`config.mk`:
```
export PLATFORM = sky130hd
export DESIGN_NAME = fifo_write_flat
export DESIGN_NICKNAME = d
export VERILOG_FILES = /design/src/rtl/fifo_pkg.sv /design/src/rtl/fifo_write_if.sv /design/src/rtl/fifo_gray_reg.sv /design/src/rtl/fifo_write.sv /design/src/flat_wrapper.sv
export SDC_FILE = /design/constraint.sdc
export NUM_CORES = 1
export LEC_CHECK = 0
export BUFFER_PORTS_ARGS = -buffer_cell sky130_fd_sc_hd__buf_2
export CORE_AREA = 2 2 39 41
export DETAILED_ROUTE_END_ITERATION = 7
export DIE_AREA = 0 0 41 43
export SLEW_MARGIN = 20
export SYNTH_ARGS = -nofsm -noshare
export SYNTH_HDL_FRONTEND = slang
export SYNTH_HIERARCHICAL = 1
export SYNTH_SLANG_ARGS = --single-unit
```
`constraint.sdc`:
```
create_clock -name clk -period 1.9 [get_ports clk]
set_clock_uncertainty 0.15 [all_clocks]
set_input_delay 0 -clock clk [delete_from_list [all_inputs] [get_ports clk]]
set_output_delay 0 -clock clk [all_outputs]
set_load 0.05 [all_outputs]
```
`src/rtl/fifo_pkg.sv`:
```
// -----------------------------------------------------------------------------
// fifo_pkg
// Shared definitions for the async FIFO write side, read side and pointer
// synchronizer.
//
// Contents:
//   FIFO_ADDR_WIDTH / FIFO_AF_LEVEL : default geometry and almost-full level
//   fifo_ptr_t                      : widest pointer the helpers handle
//   bin2gray / gray2bin             : width-generic Gray conversions
//
// The helpers work on a fixed 32-bit container. Callers zero-extend their
// pointer into it and truncate the result back. Zero upper bits pass
// through both conversions unchanged, so the low bits come out exactly as a
// conversion done at the pointer's own width.
// -----------------------------------------------------------------------------
package fifo_pkg;

  localparam int FIFO_ADDR_WIDTH = 3;
  localparam int FIFO_AF_LEVEL   = 6;
  localparam int FIFO_PTR_MAXW   = 32;

  typedef logic [FIFO_PTR_MAXW-1:0] fifo_ptr_t;

  // Binary to Gray: each bit XORed with its upper neighbour.
  function automatic fifo_ptr_t bin2gray(input fifo_ptr_t b);
    return b ^ (b >> 1);
  endfunction

  // Gray to binary: running XOR from the MSB down.
  function automatic fifo_ptr_t gray2bin(input fifo_ptr_t g);
    fifo_ptr_t b;
    b = g;
    for (int i = FIFO_PTR_MAXW-2; i >= 0; i--) begin
      b[i] = b[i+1] ^ g[i];
    end
    return b;
  endfunction

endpackage

```
`src/rtl/fifo_write_if.sv`:
```
// -----------------------------------------------------------------------------
// fifo_write_if
// Bundle between a FIFO producer and the write-side controller.
//
// Signals:
//   inc         producer -> ctrl  write request, one entry per cycle
//   sync_rptr   sync     -> ctrl  Gray read pointer, already in the clk domain
//   clr_ovf     producer -> ctrl  clears the sticky overflow flag
//   waddr       ctrl     -> mem   memory write address
//   wclken      ctrl     -> mem   memory write enable
//   full        ctrl     -> prod  FIFO full
//   overflow    ctrl     -> prod  sticky: write attempted while full
//   gray_w_ptr  ctrl     -> sync  registered Gray write pointer
//   almost_full ctrl     -> prod  only when FIFO_WR_ALMOST_FULL_EN is defined
//
// Modports: master = producer / surrounding logic, slave = fifo_write.
// -----------------------------------------------------------------------------
interface fifo_write_if import fifo_pkg::*; #(
  parameter int ADDR_WIDTH = FIFO_ADDR_WIDTH
) ();

  logic                  inc;
  logic [ADDR_WIDTH:0]   sync_rptr;
  logic                  clr_ovf;
  logic [ADDR_WIDTH-1:0] waddr;
  logic                  wclken;
  logic                  full;
  logic                  overflow;
  logic [ADDR_WIDTH:0]   gray_w_ptr;
`ifdef FIFO_WR_ALMOST_FULL_EN
  logic                  almost_full;
`endif

  modport master (
`ifdef FIFO_WR_ALMOST_FULL_EN
    input  almost_full,
`endif
    output inc, sync_rptr, clr_ovf,
    input  waddr, wclken, full, overflow, gray_w_ptr
  );

  modport slave (
`ifdef FIFO_WR_ALMOST_FULL_EN
    output almost_full,
`endif
    input  inc, sync_rptr, clr_ovf,
    output waddr, wclken, full, overflow, gray_w_ptr
  );

endinterface

```
`src/rtl/fifo_gray_reg.sv`:
```
// -----------------------------------------------------------------------------
// fifo_gray_reg
// Binary-in / Gray-out pointer register with synchronous active-high reset.
// Used for both the write and the read pointer. The output is a flop, so
// the value crossing into the other domain never glitches.
//
// Ports:
//   clk     clock
//   rst     synchronous reset, active high (output -> 0)
//   i_bin   binary pointer, WIDTH bits
//   o_gray  Gray code of i_bin, one cycle later
// -----------------------------------------------------------------------------
module fifo_gray_reg import fifo_pkg::*; #(
  parameter int WIDTH = FIFO_ADDR_WIDTH + 1
) (
  input  logic             clk,
  input  logic             rst,
  input  logic [WIDTH-1:0] i_bin,
  output logic [WIDTH-1:0] o_gray
);

  logic [WIDTH-1:0] r_gray;
  logic [WIDTH-1:0] w_gray;

  assign w_gray = WIDTH'(bin2gray(fifo_ptr_t'(i_bin)));

  always_ff @(posedge clk) begin
    if (rst) r_gray <= '0;
    else     r_gray <= w_gray;
  end

  assign o_gray = r_gray;

endmodule

```
`src/rtl/fifo_write.sv`:
```
// -----------------------------------------------------------------------------
// fifo_write
// Write-side pointer/flag controller of the async FIFO (write clock domain).
// Counts accepted writes in an (ADDR_WIDTH+1)-bit binary pointer whose MSB
// is the wrap bit. Drives the memory address/enable, publishes a registered
// Gray pointer for the read domain, and flags full/overflow.
//
// Ports:
//   clk   write-domain clock
//   rst   synchronous reset, active high; overrides every other input
//   bus   fifo_write_if.slave: inc, sync_rptr, clr_ovf in;
//         waddr, wclken, full, overflow, gray_w_ptr (, almost_full) out
//
// Parameters:
//   ADDR_WIDTH  memory address width, depth = 2**ADDR_WIDTH (>= 1)
//   AF_LEVEL    occupancy at/above which almost_full asserts, 1..2**ADDR_WIDTH
//
// Build option:
//   FIFO_WR_ALMOST_FULL_EN  adds the registered almost_full output together
//                           with the gray2bin + level subtractor behind it.
// -----------------------------------------------------------------------------
module fifo_write import fifo_pkg::*; #(
  parameter int ADDR_WIDTH = FIFO_ADDR_WIDTH,
  parameter int AF_LEVEL   = FIFO_AF_LEVEL
) (
  input  logic         clk,
  input  logic         rst,
  fifo_write_if.slave  bus
);

  localparam int PW = ADDR_WIDTH + 1;

  // Full when the write pointer's Gray code equals the read pointer's Gray
  // code with its top two bits inverted: one full lap ahead. Inverting via
  // XOR with a mask also covers ADDR_WIDTH=1, where no low bits remain.
  localparam logic [PW-1:0] FULL_MASK = PW'(3) << (ADDR_WIDTH - 1);

  if (AF_LEVEL < 1 || AF_LEVEL > (1 << ADDR_WIDTH)) begin : g_af_level_illegal
    $error("fifo_write: AF_LEVEL must lie in 1..2**ADDR_WIDTH");
  end

  logic [PW-1:0] r_ptr;
  logic [PW-1:0] w_ptr_next;
  logic [PW-1:0] w_gray_now;
  logic          w_full;
  logic          w_wclken;
  logic          w_ovf_set;
  logic          r_ovf;

  // Full uses the live pointer, not the lagged registered Gray copy, so a
  // write on the edge that fills the FIFO is seen as full immediately.
  assign w_gray_now = PW'(bin2gray(fifo_ptr_t'(r_ptr)));
  assign w_full     = (w_gray_now == (bus.sync_rptr ^ FULL_MASK));
  assign w_wclken   = bus.inc & ~w_full;
  assign w_ovf_set  = bus.inc &  w_full;

  // Natural modulo-2**PW wrap; no extension bit.
  assign w_ptr_next = r_ptr + PW'(w_wclken);

  always_ff @(posedge clk) begin
    if (rst) r_ptr <= '0;
    else     r_ptr <= w_ptr_next;
  end

  // Gray copy of the pointer before this edge's advance. The one-cycle lag
  // only delays what the read side sees, so it can never read ahead of data.
  fifo_gray_reg #(.WIDTH(PW)) u_gray (
    .clk    (clk),
    .rst    (rst),
    .i_bin  (r_ptr),
    .o_gray (bus.gray_w_ptr)
  );

  // Sticky overflow; a new set beats a simultaneous clear.
  always_ff @(posedge clk) begin
    if (rst)               r_ovf <= 1'b0;
    else if (w_ovf_set)    r_ovf <= 1'b1;
    else if (bus.clr_ovf)  r_ovf <= 1'b0;
  end

  assign bus.waddr    = r_ptr[ADDR_WIDTH-1:0];
  assign bus.wclken   = w_wclken;
  assign bus.full     = w_full;
  assign bus.overflow = r_ovf;

`ifdef FIFO_WR_ALMOST_FULL_EN
  localparam logic [PW-1:0] AF_L = PW'(AF_LEVEL);

  logic [PW-1:0] w_rbin;
  logic [PW-1:0] w_level_next;
  logic          r_af;

  // Occupancy after this edge: post-increment write pointer minus the
  // (synchronized, hence possibly stale) read pointer. The mod-2**PW
  // difference stays within 0..2**ADDR_WIDTH.
  assign w_rbin       = PW'(gray2bin(fifo_ptr_t'(bus.sync_rptr)));
  assign w_level_next = w_ptr_next - w_rbin;

  // Registered, but full can only rise through a write on this same edge,
  // and that write pushes the level to depth >= AF_LEVEL, so almost_full is
  // always up whenever full is.
  always_ff @(posedge clk) begin
    if (rst) r_af <= 1'b0;
    else     r_af <= (w_level_next >= AF_L);
  end

  assign bus.almost_full = r_af;
`endif

endmodule

```
`src/flat_wrapper.sv`:
```
// flat-port wrapper written by rule: the top's interface ports become plain ports
module fifo_write_flat import fifo_pkg::*;
#(
  parameter int ADDR_WIDTH = FIFO_ADDR_WIDTH,
  parameter int AF_LEVEL   = FIFO_AF_LEVEL
)
  (clk, rst, bus_inc, bus_sync_rptr, bus_clr_ovf, bus_waddr, bus_wclken, bus_full, bus_overflow, bus_gray_w_ptr);
  fifo_write_if #(.ADDR_WIDTH(ADDR_WIDTH)) bus_i ();
  input  logic clk;
  input  logic rst;
  input wire logic [$bits(bus_i.inc)-1:0] bus_inc;
  input wire logic [$bits(bus_i.sync_rptr)-1:0] bus_sync_rptr;
  input wire logic [$bits(bus_i.clr_ovf)-1:0] bus_clr_ovf;
  output wire logic [$bits(bus_i.waddr)-1:0] bus_waddr;
  output wire logic [$bits(bus_i.wclken)-1:0] bus_wclken;
  output wire logic [$bits(bus_i.full)-1:0] bus_full;
  output wire logic [$bits(bus_i.overflow)-1:0] bus_overflow;
  output wire logic [$bits(bus_i.gray_w_ptr)-1:0] bus_gray_w_ptr;
  assign bus_i.inc = bus_inc;
  assign bus_i.sync_rptr = bus_sync_rptr;
  assign bus_i.clr_ovf = bus_clr_ovf;
  assign bus_waddr = bus_i.waddr;
  assign bus_wclken = bus_i.wclken;
  assign bus_full = bus_i.full;
  assign bus_overflow = bus_i.overflow;
  assign bus_gray_w_ptr = bus_i.gray_w_ptr;
  fifo_write #(.ADDR_WIDTH(ADDR_WIDTH), .AF_LEVEL(AF_LEVEL)) u_core (.clk(clk), .rst(rst), .bus(bus_i));
endmodule
```
==> out/qor.yml <==
yosys_warnings: 6
cts-htree-levels: 1
ff2ff_setup_slack_ps: 50
start_util_pct: 31.4
syn_to_final_growth_pct: 52.2
finalSetupViolCount: 0
ys_top_cells_by_area: "dfxtp_1 (41%), xnor2_1 (12%), ha_1 (8.6%), nor2b_1 (7.2%), buf_4 (5.2%)"
min_to: "u_core/r_ptr[0]$_SDFF_PP0_"
clkLatencyLatePin_ps: 260
slowest_stage: "dfxtp_4"
status: "finished clean"
netlist_area_um2: 434
post-route-min-period_ps: 1850
period_share_pct: 97.3
clock.fmax_mhz: 541
fp.dieArea_mm2: 0.00176
ys_seq_area_share_pct: 41.5
path_clk_slew_ps: 60
synthArstFlopShare_pct: 0
wire_per_inst_um: 10.1
rows: 14
root_buffer: "clkbuf_4"
hold-path-cell-count: 4
crit_buf_inv: 0
critical_path.max_stage_delay_ps: 370
hold_start: "bus_inc"
synth_top_area_share_pct: 41.5
synth.distinct_cells: 14
crit_family: "adder cells"
drtIter0Drc: 3
cp-start-kind: "flop"
synth_edf_count: 0
syn_inst: 42
fin_nets: 78
crit_top_cell: "ha_4"
hold_violations: 0
clock_sinks: 9
tightest_slew_ps: 264
drive_gt1_share_pct: 48.5
r2r-end: "u_core/r_ptr[2]$_SDFF_PP0_"
r2r_start: "u_core/r_ptr[1]$_SDFF_PP0_"
slew_headroom_pct: 82.1
viasPerCell: 4.38
path_class: "flop to flop"
die_x_um: 41
crit_required_ps: 1890
synth_common_cells: "dfxtp_1 (9), nor2_1 (6), xnor2_1 (6)"
hold_slack_ps: 73.1
grt_setup_unrepaired: "false"
pin_count: 18
dr_total_vias: 359
pwr_density_cell_mw_per_mm2: 775
rr_worst_depth: 8
cp_max_fo: 5
grt.total_usage_pct: 11.3
syn-num-nets: 53
worst_slack_ps: 50.9
yosysTopAreaCell: "dfxtp_1"
clockBufferDepth: 2
core_mm2: 0.00138
p_leak_nw: 0.296
worstPathCellList: "ha_4, xnor2_1, nand2_1, o21a_4, ha_4, ha_4, xnor2_1, nor2_1"
slew_viol_final: 0
ys_ff_latch: 9
worstPathArrival_ps: 1840
post_synth.cell_area_avg_um2: 10.3
ant_nets: 0
nFillCells: 137
grt_max_degree: 11
setup_tns_ps: 0
die_h_um: 43
cts_tree: "built"
post-route-drc-count: 0
end_kind: "flop"
power.total_mw: 0.512
antenna_cells: 0
grt_pass1_vias: 292
drv_cap: 0
synthFlopType: "dfxtp_1"
cts_buffers: 3
vdd_drop_max_v: 0.000319
overflow: 0
hp-class: "input port to flop"
yosysMostFrequentCell: "dfxtp_1"
antenna_found_initial: 0
post-route-util_pct: 47.7
port_buffers: 17
place.gp.congestion: 0.656
finalWirelength_um: 828
place_ws_ps: 37.8
grt_pass1_wl_um: 1210
drtPass1Iterations: 2
==> tightest hold or removal path, stage by stage <==
cell and delay, ps:
buf_2 100, o21a_4 130, ha_4 110, nor2b_1 100
==> what timing repair did <==
action / CTS / global route
endpoints found under the setup margin: 0 / 2
gates resized for setup: 0 / 2
hold buffers: 3 / 0
hold endpoints to repair: 9 / 0
setup buffers: 0 / 2
==> cell families after synthesis <==
logic type / after synthesis / synth area share, %
xor gates and xnor gates: 9 / 21.3
and+or+nand+nor: 15 / 17.3
DFF: 9 / 41.5
adders and majority gates: 3 / 8.65
buffers and inverters: 3 / 5.19
muxes: 1 / 2.31
AOI/OAI and AO/OA: 2 / 3.75
==> power breakdown <==
part / internal (mW) / switching (mW) / total (mW)
Sequential: 0.199 / 0.00940 / 0.209
Combinational: 0.0662 / 0.0889 / 0.155
Clock: 0.0810 / 0.0673 / 0.148
Total: 0.346 / 0.166 / 0.512
==> layout make-up <==
class	count	area [um2]	share of cell area, %
Timing Repair Buffer	23	138	20.8
Tap cell	16	20.0	3.03
Multi-Input combinational cell	30	288	43.6
Sequential cell	9	189	28.6
Clock buffer	4	26.3	3.98
==> placed cells by master, fill, tap and decap left out <==
| cell type | synthesis | layout |
|---|---|---|
| nor2b_1 | 5 | 5 |
| mux2i_2 | 0 | 1 |
| ha_4 | 0 | 3 |
| clkbuf_4 | 0 | 3 |
| xor2_1 | 2 | 2 |
| nor2_1 | 6 | 6 |
| nand3b_1 | 1 | 1 |
| clkbuf_1 | 0 | 1 |
| dlygate4sd3_1 | 0 | 3 |
| xnor2_2 | 0 | 1 |
| xnor3_1 | 1 | 1 |
| o32ai_1 | 1 | 1 |
| xnor2_1 | 6 | 5 |
| buf_2 | 0 | 17 |
| nand2b_1 | 1 | 1 |
| dfxtp_2 | 0 | 1 |
| buf_4 | 3 | 3 |
| o21a_4 | 0 | 1 |
| dfxtp_1 | 9 | 6 |
| dfxtp_4 | 0 | 2 |
| nand2_1 | 2 | 2 |
==> flip-flops by register name, indices dropped and copies added, names as in the netlist <==
name	count
u_core/r_ptr	4
u_core/u_gray/o_gray	4
u_core/bus.overflow	1
==> through the flow <==
step                      cell area [um2]  cells
final                                 661     82
after global routing                  661     82
after CTS                             634     80
after detailed placement              578     73
after global placement                578     73
after floorplan                       488     42
==> worst max path at each step <==
stage | cells past startpoint | from | to | slack, ps
after global routing | 8 | u_core/r_ptr[1]$_SDFF_PP0_ | u_core/r_ptr[2]$_SDFF_PP0_ | 3
after CTS | 4 | u_core/r_ptr[2]$_SDFF_PP0_ | u_core/bus.overflow$_SDFFE_PP0P_ | 20
after global placement | 7 | u_core/r_ptr[1]$_SDFF_PP0_ | u_core/r_ptr[1]$_SDFF_PP0_ | 80
after floorplan | 8 | u_core/r_ptr[1]$_SDFF_PP0_ | u_core/r_ptr[2]$_SDFF_PP0_ | 30
after detailed placement | 8 | u_core/r_ptr[1]$_SDFF_PP0_ | u_core/r_ptr[2]$_SDFF_PP0_ | 40
final | 8 | u_core/r_ptr[1]$_SDFF_PP0_ | u_core/r_ptr[2]$_SDFF_PP0_ | 50
==> routing by layer <==
| layer | vias to the layer above | global-route usage [%] | routed length (um) |
|---|---|---|---|
| li1 | 181 | - | - |
| met1 | 160 | 12.3 | 358 |
| met2 | 14 | 14.7 | 383 |
| met3 | 4 | 4.71 | 52 |
| met4 | 0 | 12.0 | 34 |
| met5 | - | 0 | 0 |
Note: power is estimated with default switching activity, not from simulation.
